## config.mk

```make
export PLATFORM = sky130hd
export DESIGN_NAME = serial_word_rx
export DESIGN_NICKNAME = d
export VERILOG_FILES = /design/src/rtl/serial_link_pkg.sv /design/src/rtl/rx_shift_core.sv /design/src/rtl/serial_word_rx.sv
export SDC_FILE = /design/constraint.sdc
export NUM_CORES = 1
export LEC_CHECK = 0
export CORE_ASPECT_RATIO = 0.9
export CORE_MARGIN = 2
export CORE_UTILIZATION = 40
export DETAILED_ROUTE_END_ITERATION = 8
export GPL_TIMING_DRIVEN = 0
export PLACE_DENSITY_LB_ADDON = 0.15
export SYNTH_ARGS = -nofsm -noshare
export SYNTH_HDL_FRONTEND = slang
export SYNTH_SLANG_ARGS = --single-unit
```

## constraint.sdc

```tcl
create_clock -name CLK -period 1.8 [get_ports CLK]
set_input_delay 0.18 -clock CLK [delete_from_list [all_inputs] [get_ports CLK]]
set_output_delay 0.18 -clock CLK [all_outputs]
set_load 0.03 [all_outputs]
```

## src/rtl/serial_link_pkg.sv

```systemverilog
// Shared definitions for the serial shift-register link.
// Contents:
//   S_HOLD/S_RIGHT/S_LEFT/S_LOAD  2-bit link mode codes (transmitter uses the same set)
//   rx_state_t                    receiver FSM state
//   mode_ok()                     true for the two modes that carry serial data
package serial_link_pkg;

    localparam logic [1:0] S_HOLD  = 2'b00;
    localparam logic [1:0] S_RIGHT = 2'b01;  // LSB first
    localparam logic [1:0] S_LEFT  = 2'b10;  // MSB first
    localparam logic [1:0] S_LOAD  = 2'b11;

    typedef enum logic {
        ST_IDLE  = 1'b0,
        ST_SHIFT = 1'b1
    } rx_state_t;

    function automatic logic mode_ok(input logic [1:0] s);
        return (s == S_RIGHT) || (s == S_LEFT);
    endfunction

endpackage

```

## src/rtl/rx_shift_core.sv

```systemverilog
// W-bit receive shift register.
// Ports:
//   CLK   rising-edge clock
//   clr   start from an all-zero register this cycle (combines with en)
//   en    shift sdi in this cycle
//   dir   0 = right shift (sdi enters at the MSB end), 1 = left shift (sdi enters at bit 0)
//   sdi   serial data bit
//   word  value the register takes at the coming edge; equals the stored
//         value whenever clr=0 and en=0
module rx_shift_core #(
    parameter int W = 4
) (
    input  logic         CLK,
    input  logic         clr,
    input  logic         en,
    input  logic         dir,
    input  logic         sdi,
    output logic [W-1:0] word
);
    import serial_link_pkg::*;

    logic [W-1:0] sh;
    logic [W-1:0] base;
    logic [W-1:0] nxt;

    // clr together with en gives a fresh word whose only bit is sdi, so a
    // restart never carries bits from an abandoned word.
    always_comb begin
        base = clr ? '0 : sh;
        nxt  = base;
        if (en) begin
            if (dir) nxt = {base[W-2:0], sdi};
            else     nxt = {sdi, base[W-1:1]};
        end
    end

    always_ff @(posedge CLK) begin
        sh <= nxt;
    end

    // Exposing the next value lets the owner capture a completed word on the
    // same edge that shifts its last bit in.
    assign word = nxt;

endmodule

```

## src/rtl/serial_word_rx.sv

```systemverilog
// Serial-to-parallel word receiver with a one-word holding buffer.
// Ports:
//   CLK    rising-edge clock
//   CLRN   synchronous active-low reset
//   S      link mode, sampled on the first bit of a word (01 right/LSB first, 10 left/MSB first)
//   SDI    serial data bit, qualified by SEN
//   SEN    bit strobe
//   SOF    start of word (with SEN)
//   READY  consumer takes Q this cycle
//   OCLR   clears OVR and FERR (a same-cycle set wins)
//   Q      received word, stable while VALID=1
//   VALID  Q holds an unconsumed word
//   OVR    sticky overrun flag
//   FERR   sticky framing-error flag
// Handshake: a word transfers on every edge where VALID=1 and READY=1;
// VALID/Q only change at edges and READY has no effect while VALID=0.
module serial_word_rx #(
    parameter int W = 4
) (
    input  logic         CLK,
    input  logic         CLRN,
    input  logic [1:0]   S,
    input  logic         SDI,
    input  logic         SEN,
    input  logic         SOF,
    input  logic         READY,
    input  logic         OCLR,
    output logic [W-1:0] Q,
    output logic         VALID,
    output logic         OVR,
    output logic         FERR
);
    import serial_link_pkg::*;

    localparam int CW = $clog2(W + 1);

    rx_state_t     state, state_nxt;
    logic [CW-1:0] cnt, cnt_nxt;
    logic          mode_left, mode_left_nxt;
    logic          sh_clr, sh_en, sh_dir;
    logic          complete;
    logic          ferr_set;
    logic          ovr_set;
    logic          s_ok;
    logic [W-1:0]  word;

    logic [W-1:0]  q_r;
    logic          valid_r, ovr_r, ferr_r;

    assign s_ok = mode_ok(S);

    // State register
    always_ff @(posedge CLK) begin
        if (!CLRN) state <= ST_IDLE;
        else       state <= state_nxt;
    end

    // Next state, bit counter and shift-register control
    always_comb begin
        state_nxt     = state;
        cnt_nxt       = cnt;
        mode_left_nxt = mode_left;
        sh_clr        = 1'b0;
        sh_en         = 1'b0;
        sh_dir        = mode_left;
        complete      = 1'b0;
        ferr_set      = 1'b0;
        if (SEN) begin
            if (SOF) begin
                // A start while a word is in progress abandons it; a start
                // with a non-data mode is dropped. Both are framing errors.
                ferr_set = (state == ST_SHIFT) || !s_ok;
                if (s_ok) begin
                    state_nxt     = ST_SHIFT;
                    cnt_nxt       = CW'(1);
                    mode_left_nxt = (S == S_LEFT);
                    sh_clr        = 1'b1;
                    sh_en         = 1'b1;
                    sh_dir        = (S == S_LEFT);
                end else begin
                    state_nxt = ST_IDLE;
                    cnt_nxt   = '0;
                end
            end else if (state == ST_SHIFT) begin
                sh_en = 1'b1;
                if (cnt == CW'(W - 1)) begin
                    complete  = 1'b1;
                    state_nxt = ST_IDLE;
                    cnt_nxt   = '0;
                end else begin
                    cnt_nxt = cnt + CW'(1);
                end
            end else begin
                // Data bit with no word open
                ferr_set = 1'b1;
            end
        end
    end

    assign ovr_set = complete && valid_r && !READY;

    rx_shift_core #(.W(W)) u_core (
        .CLK  (CLK),
        .clr  (sh_clr || !CLRN),
        .en   (sh_en && CLRN),
        .dir  (sh_dir),
        .sdi  (SDI),
        .word (word)
    );

    // Counter, latched mode, holding buffer and flags
    always_ff @(posedge CLK) begin
        if (!CLRN) begin
            cnt       <= '0;
            mode_left <= 1'b0;
            q_r       <= '0;
            valid_r   <= 1'b0;
            ovr_r     <= 1'b0;
            ferr_r    <= 1'b0;
        end else begin
            cnt       <= cnt_nxt;
            mode_left <= mode_left_nxt;
            // A completing word may replace a buffered one only if the
            // consumer takes the old word on the same edge.
            if (complete && (!valid_r || READY)) begin
                q_r     <= word;
                valid_r <= 1'b1;
            end else if (valid_r && READY) begin
                valid_r <= 1'b0;
            end
            ovr_r  <= ovr_set  || (ovr_r  && !OCLR);
            ferr_r <= ferr_set || (ferr_r && !OCLR);
        end
    end

    assign Q     = q_r;
    assign VALID = valid_r;
    assign OVR   = ovr_r;
    assign FERR  = ferr_r;

endmodule

```

==> reports/metrics.csv <==
stage,metric,value,unit
setup_path,WP depth,1,
clocking,clock transition at the registers of the reported paths,100,ps
setup_path,reg2reg start,cnt[0],
placement,dpl cell area,942,um2
setup_path,critical path's slowest cell,clkdlybuf4s50_1,
timing,final setup violation count,0,
setup_path,R2R cell count,5,
yosys,sequential cell area fraction in the yosys report,41.6,%
clocking,Root Driver,clkbuf_4,
cells_and_area,share of cells above drive strength 1,9.52,%
clocking,Clock Latency Late Sink,290,ps
yosys,top_reg_cell synth,dfxtp_1,
placement,Post-Place Cells,126,
status,outcome,completed,
yosys,Syn Area/Cell,8.86,um2
drt,Routed Wire Length,1530,um
clocking,clock sink total,16,
floorplan,die height,45.6,um
clocking,post-cts resize count,0,
yosys,most common cell in the netlist,dfxtp_1,
timing,pins over their slew limit,0,
global_route,GRT overflow,0,
floorplan,CORE AREA,1860,um2
yosys,Cells after Synth,87,
timing,Peak Freq,675,MHz
cells_and_area,final core occ,52.7,%
setup_path,RR Endpoint,Q[0],
setup_path,crit path from,FERR,
floorplan,die area,2290,um2
cells_and_area,number of diodes,0,
timing,Slew headroom,72.3,%
yosys,Synth Area in Adders,3.25,%
global_route,vias in the first global route,570,
yosys,Netlist cell types,29,
floorplan,num rows,15,
clocking,Hold Buf Count CTS,0,
yosys,Mapped Nets,98,
placement,gp weighted congestion,0.785,
setup_path,Critical Path Fanout Max,2,
yosys,Yosys reg bits,16,
drt,routed vias,681,
clocking,H-tree Lvls,1,
clocking,maximum clock insertion buffer count,2,
yosys,number of enable flip-flop cells after synthesis,0,
floorplan,die width,50.3,um
cells_and_area,Layout Nets,117,
yosys,Yosys warning count,0,
cells_and_area,FF/Latch Area,320,um2
yosys,Compound-Gate Fraction of Synth Area,21.3,%
power,Leakage,0.356,nW
yosys,ys async rst share,0,%
yosys,simple-gate share of the synthesized area,25.3,%
clocking,"Setup Fix Bufs, Post-CTS",0,
setup_path,reg2reg setup slack,400,ps
yosys,top post-synthesis cells by count,"16 x dfxtp_1, 11 x nor2b_1, 8 x nand2_1, 7 x a21oi_1, 6 x o21ai_0",
setup_path,CP bufs+invs,1,
drt,DRC violations left,0,
drt,vias per cell,5.24,
timing,Fin. Hold Viols,0,
cells_and_area,area delta synth->final,26.9,%
setup_path,critical path startpoint category,flop,
setup_path,"CP delay by family, top",buffers and inverters,
timing,skew final,7.68,ps
floorplan,Initial Util,41.5,%
setup_path,CP arrival,1300,ps
yosys,top cell type by total area after synthesis,dfxtp_1,
min_path,WHS Endpoint,cnt[2],
yosys,largest family of logic cells by synthesized area,simple AND/OR/NAND/NOR gates,
placement,HPWL Detailed,1090,um
setup_path,endpoint type of the worst setup path,output pin,
yosys,multiplexer area fraction after synthesis,5.52,%
timing,min Tclk post-route,1480,ps
setup_path,critical path class,flop to output pin,
yosys,Synth top area share,41.6,%
clocking,CTS tree,yes,
min_path,min-delay src,CLRN,
cells_and_area,area used by multi-input combinational logic,427,um2
floorplan,I/O pin count,16,
yosys,xor/xnor share of the synthesized area,0,%
setup_path,CP Cell Sequence,clkdlybuf4s50_1,
timing,setup TNS,0,ps
global_route,first-pass GRT wire length,2570,um
drt,drt initial violations,16,
min_path,Hold Crit Depth,3,
yosys,Area contributors post-synth,"dfxtp_1 42%, nor2b_1 8.9%, a21oi_1 4.5%",
placement,port bufs,14,
yosys,post-synthesis cell area,771,um2
global_route,initial antenna violation count,0,
cells_and_area,# fillers,181,
timing,RSZ-0062 raised after global routing,no,
drt,Antenna Violating Nets Remaining,0,
global_route,gr usage total,15.2,%
timing,Worst Tran Pin Value,416,ps
power,maximum vdd drop,0.408,mV
timing,final worst path period share,82.4,%
setup_path,critical path required time,1620,ps
cells_and_area,final std cells w/o fill,130,
cells_and_area,design area,978,um2
drt,Wirelength per Cell,11.7,um
drt,TritonRoute pass-1 iters,4,
global_route,pin count of the biggest net entering global routing,11,
power,pwr dens,705,nW/um2
setup_path,CP max stage delay,670,ps
flow_run,MaxCap Viol Count,0,
clocking,CTS Buf Count,3,
min_path,HP Class,input port to flop,
cell families (layout without fill, tap and decap cells):
group / Yosys count / in the layout
AO/OA/AOI/OAI: 26 / 26
adder cells (fa/ha/maj): 2 / 2
buffers and inverters: 6 / 24
flip-flops: 16 / 16
multiplexers: 4 / 4
AND/OR/NAND/NOR: 33 / 33
registers in the layout, indices dropped and copies added (netlist names):
register	cells
Q	4
u_core.sh	4
cnt	3
FERR	1
OVR	1
VALID	1
mode_left	1
state	1
metrics by stage:
| stage | worst slack (ps) | hold slack, ps | total power [mW] |
|---|---|---|---|
| floorplan | 545 | 267 | 0.427 |
| global placement | 41.5 | 433 | 0.460 |
| detailed placement | 41.8 | 441 | 0.461 |
| CTS | 303 | 265 | 0.697 |
| global route | 251 | 307 | 0.722 |
| finish | 318 | 281 | 0.689 |
where the power goes:
group	total [mW]	internal [mW]	switching, mW	leakage [nW]
combinational	0.0828	0.0414	0.0414	0.206
sequential	0.370	0.363	0.00714	0.130
clock	0.237	0.123	0.114	0.0210
total	0.689	0.527	0.162	0.356
cell type report:
cell class / instances / share of cell area, %
flip-flops and latches: 16 / 32.7
repair buffers: 14 / 14.3
multi-input cells: 65 / 43.6
plain buffers: 3 / 1.28
clock buffers: 4 / 3.71
well taps: 25 / 3.20
inverters: 3 / 1.15
layer usage:
layer	up-vias	GRT usage, %	part of all wire (%)
met5	-	0	0
met4	0	3.33	0.65
met3	2	5.92	5.0
met2	17	22.9	44
met1	316	20.7	51
li1	346	-	-
worst max-delay path by stage:
stage / endpoint / slack, ps
2_1_floorplan: Q[0] / 550
3_3_place_gp: u_core.sh[0] / 40
3_5_place_dp: u_core.sh[0] / 40
4_1_cts: FERR / 300
5_1_grt: Q[1] / 250
6_report: FERR / 320
placed cells by master, fill, tap and decap left out, drive strengths merged:
cell / instances
o21ai: 7
nor2: 3
o21a: 1
a31oi: 1
a21oi: 7
nand2b: 2
clkdlybuf4s50: 14
buf: 1
nor2b: 11
ha: 2
a32oi: 1
nor3: 3
mux2i: 2
and3b: 1
mux2: 2
nand3b: 3
dfxtp: 16
a31o: 1
clkbuf: 6
o311a: 1
inv: 3
nand3: 1
nand4: 1
a21o: 2
nand2: 8
a21boi: 1
a22oi: 4
Power figures use the tool's default switching activity.
